**config.mk**
```make
export PLATFORM = sky130hd
export DESIGN_NAME = mult_share_arbiter
export DESIGN_NICKNAME = d
export VERILOG_FILES = /design/src/rtl/mult_share_arbiter.sv
export SDC_FILE = /design/constraint.sdc
export NUM_CORES = 1
export LEC_CHECK = 0
export ABC_AREA = 1
export CORE_MARGIN = 2
export CORE_UTILIZATION = 45
export DETAILED_ROUTE_END_ITERATION = 12
export GPL_ROUTABILITY_DRIVEN = 0
export PLACE_DENSITY = 0.8
export SYNTH_ARGS = -nofsm -noshare
export SYNTH_HDL_FRONTEND = slang
export SYNTH_SLANG_ARGS = --single-unit
```
**constraint.sdc**
```tcl
create_clock -name clk -period 2.8 [get_ports clk]
set_clock_uncertainty 0.2 [all_clocks]
set_input_delay 0.28 -clock clk [delete_from_list [all_inputs] [get_ports clk]]
set_output_delay 0.28 -clock clk [all_outputs]
set_load 0.01 [all_outputs]
```
**src/rtl/mult_share_arbiter.sv**
```systemverilog
// mult_share_arbiter
//
// Shares one external combinational multiplier among NUM_REQ requesters.
// Requests are picked round-robin in IDLE, the winner's operands are
// registered onto mult_a/mult_b, the product is captured one cycle later
// and held on rsp_data until the granted requester takes it.
//
// Ports
//   clk        sole clock, rising edge
//   rst_n      asynchronous active-low reset
//   req_valid  per-requester request valid
//   req_a/b    packed operands, requester i at [i*IN_WIDTH +: IN_WIDTH]
//   req_ready  one-hot request accept (IDLE only)
//   rsp_valid  one-hot response valid for the granted requester
//   rsp_ready  per-requester response accept (only the granted bit matters)
//   rsp_data   registered product, shared by all requesters
//   mult_a/b   registered operands to the multiplier
//   mult_out   product returned by the multiplier
//   busy       high whenever the FSM is not in IDLE
//   op_count   completed responses, wraps
//
// state | meaning
// ------+---------------------------------------------------------------
// IDLE  | pick round-robin winner, load its operands onto the multiplier
// CALC  | multiplier settles; capture its product into rsp_data
// RESP  | rsp_valid held for the granted requester until it accepts

module mult_share_arbiter #(
   parameter int IN_WIDTH  = 4,
   parameter int OUT_WIDTH = IN_WIDTH + IN_WIDTH,
   parameter int NUM_REQ   = 4,
   parameter int CNT_WIDTH = 16
) (
   input  logic                         clk,
   input  logic                         rst_n,
   input  logic [NUM_REQ-1:0]           req_valid,
   input  logic [NUM_REQ*IN_WIDTH-1:0]  req_a,
   input  logic [NUM_REQ*IN_WIDTH-1:0]  req_b,
   output logic [NUM_REQ-1:0]           req_ready,
   output logic [NUM_REQ-1:0]           rsp_valid,
   input  logic [NUM_REQ-1:0]           rsp_ready,
   output logic [OUT_WIDTH-1:0]         rsp_data,
   output logic [IN_WIDTH-1:0]          mult_a,
   output logic [IN_WIDTH-1:0]          mult_b,
   input  logic [OUT_WIDTH-1:0]         mult_out,
   output logic                         busy,
   output logic [CNT_WIDTH-1:0]         op_count
);

   localparam int GW = (NUM_REQ > 1) ? $clog2(NUM_REQ) : 1;
   localparam logic [GW-1:0] LAST_IDX = GW'(NUM_REQ - 1);

   typedef enum logic [1:0] {
      S_IDLE = 2'd0,
      S_CALC = 2'd1,
      S_RESP = 2'd2
   } state_t;

   state_t                 r_state;
   state_t                 w_state_nxt;
   logic [GW-1:0]          r_grant;
   logic [GW-1:0]          r_last_grant;
   logic [IN_WIDTH-1:0]    r_mult_a;
   logic [IN_WIDTH-1:0]    r_mult_b;
   logic [OUT_WIDTH-1:0]   r_rsp_data;
   logic [NUM_REQ-1:0]     r_rsp_valid;
   logic [CNT_WIDTH-1:0]   r_op_count;

   logic                   w_found;
   logic [GW-1:0]          w_winner;
   logic [GW-1:0]          w_scan_idx;
   logic [NUM_REQ-1:0]     w_req_ready;
   logic                   w_load;
   logic                   w_capture;
   logic                   w_done;
   logic [NUM_REQ-1:0]     w_grant_onehot;

   // Round-robin scan: start just after the last completed grant so the
   // requester that was just served ends up with the lowest priority.
   always_comb begin
      w_found    = 1'b0;
      w_winner   = '0;
      w_scan_idx = '0;
      for (int k = 1; k <= NUM_REQ; k++) begin
         w_scan_idx = GW'((int'(r_last_grant) + k) % NUM_REQ);
         if (!w_found && req_valid[w_scan_idx]) begin
            w_found  = 1'b1;
            w_winner = w_scan_idx;
         end
      end
   end

   assign w_grant_onehot = {{(NUM_REQ-1){1'b0}}, 1'b1} << r_grant;

   always_ff @(posedge clk or negedge rst_n) begin
      if (!rst_n) begin
         r_state <= S_IDLE;
      end else begin
         r_state <= w_state_nxt;
      end
   end

   always_comb begin
      w_state_nxt = r_state;
      w_req_ready = '0;
      w_load      = 1'b0;
      w_capture   = 1'b0;
      w_done      = 1'b0;
      case (r_state)
         S_IDLE: begin
            // rst_n gate keeps req_ready low while reset is held.
            if (w_found && rst_n) begin
               w_req_ready[w_winner] = 1'b1;
               w_load                = 1'b1;
               w_state_nxt           = S_CALC;
            end
         end
         S_CALC: begin
            w_capture   = 1'b1;
            w_state_nxt = S_RESP;
         end
         S_RESP: begin
            if (rsp_ready[r_grant]) begin
               w_done      = 1'b1;
               w_state_nxt = S_IDLE;
            end
         end
         default: begin
            w_state_nxt = S_IDLE;
         end
      endcase
   end

   // Operands only move on IDLE->CALC, so the multiplier inputs stay quiet
   // for the rest of the operation.
   always_ff @(posedge clk or negedge rst_n) begin
      if (!rst_n) begin
         r_mult_a     <= '0;
         r_mult_b     <= '0;
         r_grant      <= '0;
         r_last_grant <= LAST_IDX;
         r_rsp_data   <= '0;
         r_rsp_valid  <= '0;
         r_op_count   <= '0;
      end else begin
         if (w_load) begin
            r_mult_a <= req_a[w_winner*IN_WIDTH +: IN_WIDTH];
            r_mult_b <= req_b[w_winner*IN_WIDTH +: IN_WIDTH];
            r_grant  <= w_winner;
         end
         if (w_capture) begin
            r_rsp_data  <= mult_out;
            r_rsp_valid <= w_grant_onehot;
         end
         if (w_done) begin
            r_rsp_valid  <= '0;
            r_last_grant <= r_grant;
            r_op_count   <= r_op_count + CNT_WIDTH'(1);
         end
      end
   end

   assign req_ready = w_req_ready;
   assign rsp_valid = r_rsp_valid;
   assign rsp_data  = r_rsp_data;
   assign mult_a    = r_mult_a;
   assign mult_b    = r_mult_b;
   assign busy      = (r_state != S_IDLE);
   assign op_count  = r_op_count;

endmodule

```
Yosys cells after proc, flatten, opt, wreduce, memory -nomap -nowiden:

Index checks and enable logic that the tools add are counted.

* $add $sub $neg: 5
* $lt $le $gt $ge: 7
* eq/ne operators: 4
* shift-type cells: 3
* multiplexer cells: 32
* reduce and logical (&&, ||, !) cells: 12

Operator list (number)
* indexed part select 16 x 5 -> 4 bit: 2
* < comparator 2 x 3 -> 1 bit (second input constant): 6
* adder 16 x 1 -> 16 bit (second input constant): 1
* two-way mux 4 bit: 4
* two-way mux 1 bit: 15
* two-way mux 2 bit: 6
* binary-select mux 1 bit (select 2 bit): 5
* one-hot mux 2 bit (3 select lines): 1
* logical AND 1 bit: 5
* adder 2 x 1 -> 2 bit (second input constant): 2
* adder 2 bit (second input constant): 2
* inequality test 2 bit (second input constant): 2
* nonzero test 2 bit: 2
* << shifter 1 x 2 -> 4 bit (first input constant): 1
* logical NOT 1 bit: 3
* demux 1 bit (select 2 bit): 1
* == test 2 x 1 -> 1 bit (second input constant): 1
* == test 2 bit (second input constant): 1
* greater-or-equal comparator 2 x 1 -> 1 bit (second input constant): 1
* logical NOT 2 bit: 1
* AND reduction 2 bit: 1

* flip-flop bits (word level): 42
* bits of input ports: 50
* output and inout bits: 41
* word-level logic and storage cells: 71

Depth between registers and ports, before layout:

Gate-level depths: netlist of run 1.

* depth in word-level cells: 19
* gate-level depth with buffers: 16
* mapped depth without buffers: 14

Least setup slack after synthesis of run 1:

Ideal clock, no wire load.

* kind: reg2out
* start: register r_last_grant[0]
* end: output port req_ready[0]
* arrival: 1.696 ns
* data required time: 2.320 ns
* path slack: 0.624 ns
* stages on the path, launching flop included: 10
* buffers on the path: 1
* cell sequence: dfstp_2 buf_6 nand2_1 and2_4 o21ai_2 or2_1 nand3_4 nor2_4 inv_1 nor2_1

* longest elaborated chain between the ends: 19
* elaborated cells between the ends (all ways): 34
* classes of those cells: add/sub (4); order compare (2); mux (20); reduce/logical (8)

RTL lines
* start: declaration: RTL line 62 `logic [GW-1:0] r_last_grant;`
* start signal: assignment: RTL line 157 `r_last_grant <= r_grant;`
* adder 2 x 1 -> 2 bit: RTL line 85 `w_scan_idx = GW'((int'(r_last_grant) + k) % NUM_REQ);`
* binary-select mux 1 bit (select 2 bit): RTL line 86 `if (!w_found && req_valid[w_scan_idx]) begin`
* two-way mux 1 bit (implied by the code): RTL line 86
* two-way mux 1 bit: RTL line 86
* logical NOT 1 bit: RTL line 86
* logical AND 1 bit: RTL line 86
* two-way mux 1 bit: RTL line 86
* logical NOT 1 bit: RTL line 86
* [... 3 more ...]
* logical AND 1 bit: RTL line 86
* two-way mux 2 bit: RTL line 86
* < comparator 2 x 3 -> 1 bit (implied by the code) / greater-or-equal comparator 2 x 1 -> 1 bit (equally long branches): RTL line 113 `w_req_ready[w_winner] = 1'b1;`
* logical AND 1 bit (implied by the code): RTL line 113
* two-way mux 1 bit (implied by the code): RTL line 113
* demux 1 bit (select 2 bit): RTL line 113
* two-way mux 4 bit (*): RTL line 112 `if (w_found && rst_n) begin`
* two-way mux 4 bit (*): RTL line 109 `case (r_state)`
* end: declaration: RTL line 39 `output logic [NUM_REQ-1:0] req_ready,`

Mark *: on every way between the ends. The rest lies on a longest branch, timed or not. The select of a mux whose other input is x is not followed.

Final worst setup path of run 1:

* start: register r_last_grant[0]
* end: output port req_ready[3]

The elaborated chain is that of the path after synthesis.

==> summary.json, run 1 <==
{
  "criticalPathCategory": {"value": "flip-flop to output pin"},
  "dr_total_vias": {"value": 2397},
  "fmaxAchievable": {"value": 375.6, "unit": "MHz"},
  "io_buffer_count": {"value": 90},
  "maxSlewHeadroom": {"value": 0.5921},
  "first_pass_iters": {"value": 4},
  "critPathLaunchType": {"value": "flip-flop"},
  "global_route_wire_length_before_repair": {"value": 9.970, "unit": "mm"},
  "ioPinCount": {"value": 91},
  "globalRoute.totalOverflow": {"value": 0},
  "final_layout_size_suffix_gt1_frac": {"value": 0.1612},
  "fillerInstances": {"value": 468},
  "synth_area_leaders": {"value": "sky130_fd_sc_hd__dfrtp_1, sky130_fd_sc_hd__nand2_1, sky130_fd_sc_hd__nand3_1"},
  "busiest_layer": {"value": "met2"},
  "synth_enable_flop_cells": {"value": 0},
  "timing.hold.worst.class": {"value": "flip-flop to flip-flop"},
  "crit_path_end_kind": {"value": "output pin"},
  "clk_path_buf_depth": {"value": 2},
  "grt_util_met1": {"value": 0.2320},
  "yosys-top-cells-count": {"value": "sky130_fd_sc_hd__nand2_1, sky130_fd_sc_hd__dfrtp_1, sky130_fd_sc_hd__inv_1, sky130_fd_sc_hd__nand3_1, sky130_fd_sc_hd__nor2_1"},
  "post_synth_inst_count": {"value": 321},
  "timing.hold.worst_path_depth": {"value": 2},
  "postSynthAreaPerCell": {"value": 7.858, "unit": "sq um"},
  "final-max-slew-violation-count": {"value": 0},
  "run_status": {"value": "complete, no violations"},
  "seq_area_frac_synth": {"value": 0.4177},
  "post-route-util": {"value": 0.6715},
  "required": {"value": 2.32, "unit": "ns"},
  "max-vdd-ir-drop": {"value": 0.7745, "unit": "mV"},
  "postSynth.topFlopCell": {"value": "sky130_fd_sc_hd__dfrtp_1"},
  "report.final.setup_viol": {"value": 0},
  "grtUsageMet2": {"value": 0.3538},
  "multi_input_comb_area": {"value": 1274, "unit": "sq um"},
  "synth_most_common_cell": {"value": "sky130_fd_sc_hd__nand2_1"},
  "cellPowerDensity": {"value": 1034, "unit": "nW/um^2"},
  "global_route.usage.total": {"value": 0.1987},
  "cts-root-buf": {"value": "sky130_fd_sc_hd__clkbuf_8"},
  "netlist.top_cell.by_area": {"value": "sky130_fd_sc_hd__dfrtp_1"},
  "cap_violations": {"value": 0},
  "globalRouteMet3Util": {"value": 0.05000},
  "seqCellArea": {"value": 1054, "unit": "sq um"},
  "crit_arrival": {"value": 2.18, "unit": "ns"},
  "die_area": {"value": 6220, "unit": "sq um"},
  "ys_async_sr_fraction": {"value": 1.000},
  "via_per_inst": {"value": 4.794},
  "grt_start_max_net_pins": {"value": 43},
  "finalWirelength": {"value": 5.956, "unit": "mm"},
  "dp_hpwl": {"value": 4.549, "unit": "mm"},
  "initial_core_util": {"value": 0.4609},
  "avgRoutedWirePerCell": {"value": 11.91, "unit": "microns"},
  "worstRegToRegCells": {"value": 14},
  "chipHeight": {"value": 78.87, "unit": "microns"},
  "path_clk_slew": {"value": 0.08, "unit": "ns"},
  "post_synth_num_cell_types": {"value": 34},
  "mappedNetlistArea": {"value": 2522, "unit": "sq um"},
  "rows": {"value": 27},
  "power.static_leakage": {"value": 1.762, "unit": "nW"},
  "cts.sinks": {"value": 42},
  "post-synth-top-area-fraction": {"value": 0.3968},
  "fp.coreArea": {"value": 5473, "unit": "sq um"},
  "number_of_antenna_violations_at_the_first_check_in_global_routing": {"value": 0},
  "insertedDiodeCount": {"value": 0},
  "drt_first_iter_violations": {"value": 109},
  "cts_inserted_buffers": {"value": 5},
  "syn_to_final_growth": {"value": 45.68, "unit": "%"},
  "fin_nets": {"value": 478},
  "die_w": {"value": 78.87, "unit": "microns"},
  "syn_nets": {"value": 372},
  "clk-insertion-delay-late": {"value": 0.29, "unit": "ns"},
  "yosysWarningCount": {"value": 0},
  "h-tree-depth": {"value": 2},
  "timing.final.crit_share": {"value": 0.9509},
  "path_max_fanout": {"value": 8},
  "post-route-drc-count": {"value": 0},
  "tritoncts": {"value": "done"},
  "whs": {"value": 0.2892, "unit": "ns"},
  "synth-seq-cells": {"value": 42},
  "report.final.hold_viol_count": {"value": 0},
  "period_minus_slack": {"value": 2.662, "unit": "ns"},
  "route.antenna.remaining_nets": {"value": 0},
  "grt_pass1_vias": {"value": 2437},
  "worst_pin_slew": {"value": 0.6104, "unit": "ns"}
}
[through the flow]
stage	area (sq um)	power (mW)	std cells	worst slack, ns	TNS, ns
after floorplan	2522	2.469	321	0.6236	0
after global placement	3516	3.194	485	0.04482	0
after detailed placement	3516	3.248	485	-0.007182	-0.007182
after CTS	3661	3.801	498	0.05097	0
after global routing	3675	4.114	500	-0.008696	-0.008696
final	3675	3.798	500	0.1375	0
[power breakdown]
| group | switching (mW) | internal [mW] | leakage, nW |
|---|---|---|---|
| sequential | 0.198 | 0.852 | 0.524 |
| clock | 0.206 | 0.266 | 0.0514 |
| combinational | 1.22 | 1.05 | 1.19 |
| total | 1.63 | 2.17 | 1.76 |
[flip-flops by register name (all words and copies together), names as in the netlist]
register      cells
r_grant           2
rsp_valid         4
r_last_grant      2
mult_b            4
mult_a            4
op_count         16
r_state           2
rsp_data          8
[critical path: stages (launching register included)]
cell and delay [ns]:
sky130_fd_sc_hd__dfstp_2 0.65, sky130_fd_sc_hd__inv_6 0.07, sky130_fd_sc_hd__nand2_1 0.08, sky130_fd_sc_hd__nand3_1 0.08, sky130_fd_sc_hd__nand2_2 0.13, sky130_fd_sc_hd__nand2_2 0.07, sky130_fd_sc_hd__or2_1 0.24, sky130_fd_sc_hd__nand3_4 0.14
sky130_fd_sc_hd__nor2_4 0.05, sky130_fd_sc_hd__inv_1 0.06, sky130_fd_sc_hd__nor2_1 0.04, sky130_fd_sc_hd__dlygate4sd2_1 0.27
[area by class of cell]
cell class | count | share of cell area
clock buffers | 6 | 0.01975
clock inverters | 2 | 0.01021
inverters | 36 | 0.03950
multi-input cells | 236 | 0.3466
flip-flops and latches | 42 | 0.2867
well taps | 72 | 0.02451
repair buffers | 106 | 0.2727
[layer usage]
| metal | vias up | wire length, microns |
|---|---|---|
| met5 | - | 0 |
| met4 | 0 | 123 |
| met3 | 13 | 413 |
| met2 | 73 | 2906 |
| met1 | 1094 | 2513 |
| li1 | 1217 | - |
[placed cells by master, fill, tap and decap left out, drive strengths merged, types with 2 or more instances in the layout]
cell	instances
dfrtp	40
xor2	10
clkbuf	9
xnor2	4
clkdlybuf4s50	85
o21ai	9
nor3	5
nand4	5
dfstp	2
nand2	129
mux2	8
o31ai	4
inv	35
nor2	23
nand3	33
buf	16
[cells by family after synthesis]
| logic type | count (synthesis) | share of synthesized area |
|---|---|---|
| xor+xnor | 14 | 0.04861 |
| mux | 8 | 0.03572 |
| simple gates | 198 | 0.3740 |
| fa+ha+maj | 1 | 0.004960 |
| compound gates | 15 | 0.03770 |
| flops | 42 | 0.4177 |
| buf+inv | 43 | 0.08135 |
[worst paths after layout]
path                                             startpoint  slack [ns]                           to
min in group asynchronous                             rst_n        0.46        mult_b[1]$_DFFE_PN0P_
worst max-delay path            r_last_grant[0]$_DFFE_PN1P_        0.14                 req_ready[3]
max in group asynchronous                             rst_n        1.56  r_last_grant[1]$_DFFE_PN1P_
worst min-delay path                  mult_b[1]$_DFFE_PN0P_        0.29        mult_b[1]$_DFFE_PN0P_
worst min register to register        mult_b[1]$_DFFE_PN0P_        0.29        mult_b[1]$_DFFE_PN0P_
worst max register to register  r_last_grant[0]$_DFFE_PN1P_        0.59        mult_a[1]$_DFFE_PN0P_
[what timing repair did]
action,in CTS,in global routing
resized for setup,4,8
setup buffers,4,2
pin swaps,1,2
endpoints found under the hold margin,40,0
cloned,0,0
endpoints found under the setup margin,4,4
hold buffers,1,0
Note: power is estimated with default switching activity, not from simulation.
==> run 2: changes to the inputs <==
- CAP_MARGIN: unset -> 20
- CORE_MARGIN: 2 -> unset
==> summary.json, run 2 (synthesis gave the netlist of run 1 again) <==
{
  "dp_hpwl": {"value": 4.534, "unit": "mm"},
  "m1WireLength": {"value": 2.448, "unit": "mm"},
  "tritoncts": {"value": "done"},
  "grt_start_max_net_pins": {"value": 43},
  "post-route-drc-count": {"value": 0},
  "max-vdd-ir-drop": {"value": 0.7525, "unit": "mV"},
  "die_area": {"value": 5909, "unit": "sq um"},
  "globalRoute.totalOverflow": {"value": 0},
  "period_minus_slack": {"value": 2.663, "unit": "ns"},
  "grt_pass1_vias": {"value": 2342},
  "global_route.usage.total": {"value": 0.2111},
  "avgRoutedWirePerCell": {"value": 11.58, "unit": "microns"},
  "most_common_cell_after_layout_fill_and_taps_aside": {"value": "sky130_fd_sc_hd__nand2_1"},
  "final_design_area_no_fill": {"value": 3700, "unit": "sq um"},
  "chipHeight": {"value": 76.87, "unit": "microns"},
  "via_per_inst": {"value": 4.810},
  "io_buffer_count": {"value": 90},
  "path_max_fanout": {"value": 8},
  "clk-insertion-delay-late": {"value": 0.30, "unit": "ns"},
  "routed-wl-met2": {"value": 2.873, "unit": "mm"},
  "number_of_antenna_violations_at_the_first_check_in_global_routing": {"value": 0},
  "criticalPathCategory": {"value": "flip-flop to output pin"},
  "layout_common_cells": {"value": "sky130_fd_sc_hd__nand2_1, sky130_fd_sc_hd__clkdlybuf4s50_1, sky130_fd_sc_hd__dfrtp_1"},
  "final_layout_size_suffix_gt1_frac": {"value": 0.1651},
  "fmaxAchievable": {"value": 375.5, "unit": "MHz"},
  "final-max-slew-violation-count": {"value": 0},
  "power": {"value": 3.828, "unit": "mW"},
  "required": {"value": 2.32, "unit": "ns"},
  "clk_path_buf_depth": {"value": 2},
  "fillerInstances": {"value": 415},
  "drt_first_iter_violations": {"value": 132},
  "fin_nets": {"value": 480},
  "critPathLaunchType": {"value": "flip-flop"},
  "dr_wl_met3": {"value": 400, "unit": "microns"},
  "largest_register_ffs": {"value": 16},
  "setup_tns": {"value": 0, "unit": "ns"},
  "placed_cell_area": {"value": 3521, "unit": "sq um"},
  "syn_to_final_growth": {"value": 46.68, "unit": "%"},
  "route.antenna.remaining_nets": {"value": 0},
  "global_route_wire_length_before_repair": {"value": 10.02, "unit": "mm"},
  "timing.hold.worst.class": {"value": "flip-flop to flip-flop"},
  "crit_arrival": {"value": 2.18, "unit": "ns"},
  "finalWirelength": {"value": 5.790, "unit": "mm"},
  "topRoutingLayerUsed": {"value": "met4"},
  "rows": {"value": 26},
  "crit_path_end_kind": {"value": "output pin"},
  "h-tree-depth": {"value": 2},
  "placement.setup.worst_slack": {"value": 0.02870, "unit": "ns"},
  "dr_total_vias": {"value": 2405},
  "cts.sinks": {"value": 42},
  "cellPowerDensity": {"value": 1035, "unit": "nW/um^2"},
  "fp.coreArea": {"value": 5238, "unit": "sq um"},
  "cts-root-buf": {"value": "sky130_fd_sc_hd__clkbuf_8"},
  "cts_inserted_buffers": {"value": 5},
  "cap_violations": {"value": 0},
  "timing.final.crit_share": {"value": 0.9512},
  "worst_pin_slew": {"value": 0.5929, "unit": "ns"},
  "run_status": {"value": "complete, no violations"},
  "layout_setup_ws": {"value": 0.1366, "unit": "ns"},
  "first_pass_iters": {"value": 5},
  "power.static_leakage": {"value": 1.785, "unit": "nW"},
  "die_w": {"value": 76.87, "unit": "microns"},
  "initial_core_util": {"value": 0.4816},
  "report.final.setup_viol": {"value": 0},
  "insertedDiodeCount": {"value": 0},
  "report.final.hold_viol_count": {"value": 0},
  "path_clk_slew": {"value": 0.08, "unit": "ns"},
  "ioPinCount": {"value": 91},
  "maxSlewHeadroom": {"value": 0.6038}
}
run 2: cell type report:
| cell class | count | area [sq um] | share of cell area |
|---|---|---|---|
| Inverter | 36 | 145.1 | 0.03923 |
| Clock buffer | 7 | 86.33 | 0.02333 |
| Clock inverter | 1 | 30.03 | 0.008116 |
| Tap cell | 70 | 87.58 | 0.02367 |
| Sequential cell | 42 | 1054 | 0.2847 |
| Timing Repair Buffer | 108 | 1021 | 0.2760 |
| Multi-Input combinational cell | 236 | 1276 | 0.3449 |
run 2: stage by stage:
stage | hold WS, ns | std cells | utilization
after floorplan | -0.2156 | 321 | -
after global placement | 0.2475 | 484 | 0.6722
after detailed placement | 0.2523 | 484 | 0.6722
after CTS | 0.3053 | 495 | 0.6983
after global routing | 0.3198 | 500 | 0.7064
final | 0.3065 | 500 | 0.7064
run 2: worst max-delay path: stages (launching register included):
cell	delay [ns]
sky130_fd_sc_hd__dfstp_2	0.66
sky130_fd_sc_hd__inv_6	0.07
sky130_fd_sc_hd__nand2_1	0.08
sky130_fd_sc_hd__nand3_1	0.08
sky130_fd_sc_hd__nand2_2	0.13
sky130_fd_sc_hd__nand2_2	0.06
sky130_fd_sc_hd__or2_1	0.26
sky130_fd_sc_hd__nand3_4	0.10
sky130_fd_sc_hd__nor2_4	0.05
sky130_fd_sc_hd__inv_1	0.06
sky130_fd_sc_hd__nor2_1	0.04
sky130_fd_sc_hd__dlygate4sd2_1	0.28
run 2: path summary, 6_finish.rpt:
path	startpoint	to	slack, ns	cells after the start
setup / recovery	r_last_grant[0]$_DFFE_PN1P_	req_ready[2]	0.14	11
hold / removal	mult_a[2]$_DFFE_PN0P_	mult_a[2]$_DFFE_PN0P_	0.31	2
setup reg to reg	r_last_grant[0]$_DFFE_PN1P_	mult_a[3]$_DFFE_PN0P_	0.31	14
hold reg to reg	mult_a[2]$_DFFE_PN0P_	mult_a[2]$_DFFE_PN0P_	0.31	2
max in group asynchronous	rst_n	r_last_grant[0]$_DFFE_PN1P_	1.58	3
min in group asynchronous	rst_n	op_count[0]$_DFFE_PN0P_	0.45	3
run 2: repair_timing:
action                     CTS  global route
pin swaps                    0             2
setup endpoints to repair    4             4
gates resized for setup      4             7
buffers inserted             2             5
hold buffers                 1             0
hold endpoints to repair    40             0
run 2: report_power, final:
group	internal, mW	switching (mW)
combinational	1.07	1.23
sequential	0.852	0.195
clock	0.291	0.198
total	2.21	1.62
run 2: per-layer routing:
layer  GRT usage  vias up
met1      0.2464     1094
li1            -     1226
met5           0        -
met4     0.06731        0
met3     0.05595        8
met2      0.3732       77
==> RTL edit, RTL diff (config.mk and constraints of run 1) <==
`NUM_REQ`: 4 -> 8.
--- a/src/rtl/mult_share_arbiter.sv
+++ b/src/rtl/mult_share_arbiter.sv
@@ -28,7 +28,7 @@
 module mult_share_arbiter #(
    parameter int IN_WIDTH  = 4,
    parameter int OUT_WIDTH = IN_WIDTH + IN_WIDTH,
-   parameter int NUM_REQ   = 4,
+   parameter int NUM_REQ   = 8,
    parameter int CNT_WIDTH = 16
 ) (
    input  logic                         clk,
Interface: changed (6 resized); port bits go from 91 to 139. No check against the original RTL was run, so the function may have changed too.
==> RTL edit against run 1 <==
  * The run now ends with setup timing left
  * Sequential cell count up 6
  * Area after synthesis is 40% higher
  * Critical path depth up 5
  * Sequential share of layout area down 8.3 points
  * Setup slack lost 0.75 ns
  * Non-clock buffer count up 98
  * Hold slack improved by 0.0017 ns
  * Wire length is 100% higher
  * Synthesized cell count grew 64%
  * Cell area is 61% higher
Power is not shown: default switching activity piles up to over one toggle a cycle in this logic, so the estimate is an artifact.
==> RTL edit: results (changes against run 1) <==
status: "finished, violations left"
failed_checks: "setup timing"
worst_pin_slew_ns: 0.606  # -0.00484 ns
min_from: "rsp_valid[5]"
finalWorstSetupSlack_ns: -0.608  # -0.746 ns
r2r_cells: 20  # +6
synthCells: 526  # +64%
r2r_slack_ns: -0.39  # -0.98 ns
grt_pass1_vias: 4296  # +76%
hold_slack_ns: 0.291  # +0.00165 ns
post_cts_buffers: 15  # +11
synth_fa_ha_area_share_pct: 1.06  # +0.57 points
nets: 813  # +70%
grtUsageMet2_pct: 52.3  # +17 points
cts_resized: 88  # +84
timing.rr.end: "mult_b[0]"
synthMuxAreaShare_pct: 0.318  # -3.3 points
viasPerCell: 5.20  # +8.5%
instances_no_fill: 823  # +65%
numPortBuffers: 138  # +53%
placed_cell_area_mm2: 0.00536  # +53%
setup_viol: 17  # +17
min_to: "rsp_valid[5]"
wl_met1_um: 4450  # +77%
drt-initial-drc-count: 165  # +51%
path_max_fanout: 7  # -1
tns_ns: -7.61  # -7.61 ns
netlist_top_cells_area: "dfrtp_1, nand2_1, nand3_1"
synth_xor_area_share_pct: 5.20  # +0.34 points
drive_above_1_share_pct: 23.0  # +6.9 points
reg2reg_from: "r_last_grant[1]"
place_ws_ns: -0.579  # -0.572 ns
cp.arrival_ns: 2.93  # +0.75 ns
grt_first_pass_wirelength_um: 19300  # +94%
synth_cell_types: 36  # +5.9%
synth_seq_area_share_pct: 34.1  # -7.7 points
route.met3.wl_um: 956  # +130%
grt_max_degree: 49  # +14%
==> RTL edit: cell types whose count changed in the layout (fill, tap and decap cells not counted), sizes merged, moves of 7 or more <==
cell / run 1 / this run
nand2: 129 / 220
buf: 16 / 74
nand3: 33 / 86
clkdlybuf4s50: 85 / 129
nor2: 23 / 60
mux2: 8 / 1
o21ai: 9 / 16
==> RTL edit: final cells by class <==
| cell class | count | area (µm²) | share of cell area (%) |
|---|---|---|---|
| flip-flops and latches | 48 | 1200 | 20.4 |
| repair buffers | 204 | 1950 | 33.0 |
| clock inverters | 1 | 30.0 | 0.507 |
| multi-input cells | 421 | 2360 | 39.8 |
| clock buffers | 7 | 76.3 | 1.29 |
| well taps | 102 | 128 | 2.16 |
| inverters | 40 | 171 | 2.90 |
==> RTL edit: kinds of logic after synthesis <==
logic type      after synthesis
flops                        48
fa+ha+maj                     3
simple gates                374
xor+xnor                     18
buf+inv                      57
compound gates               25
mux                           1
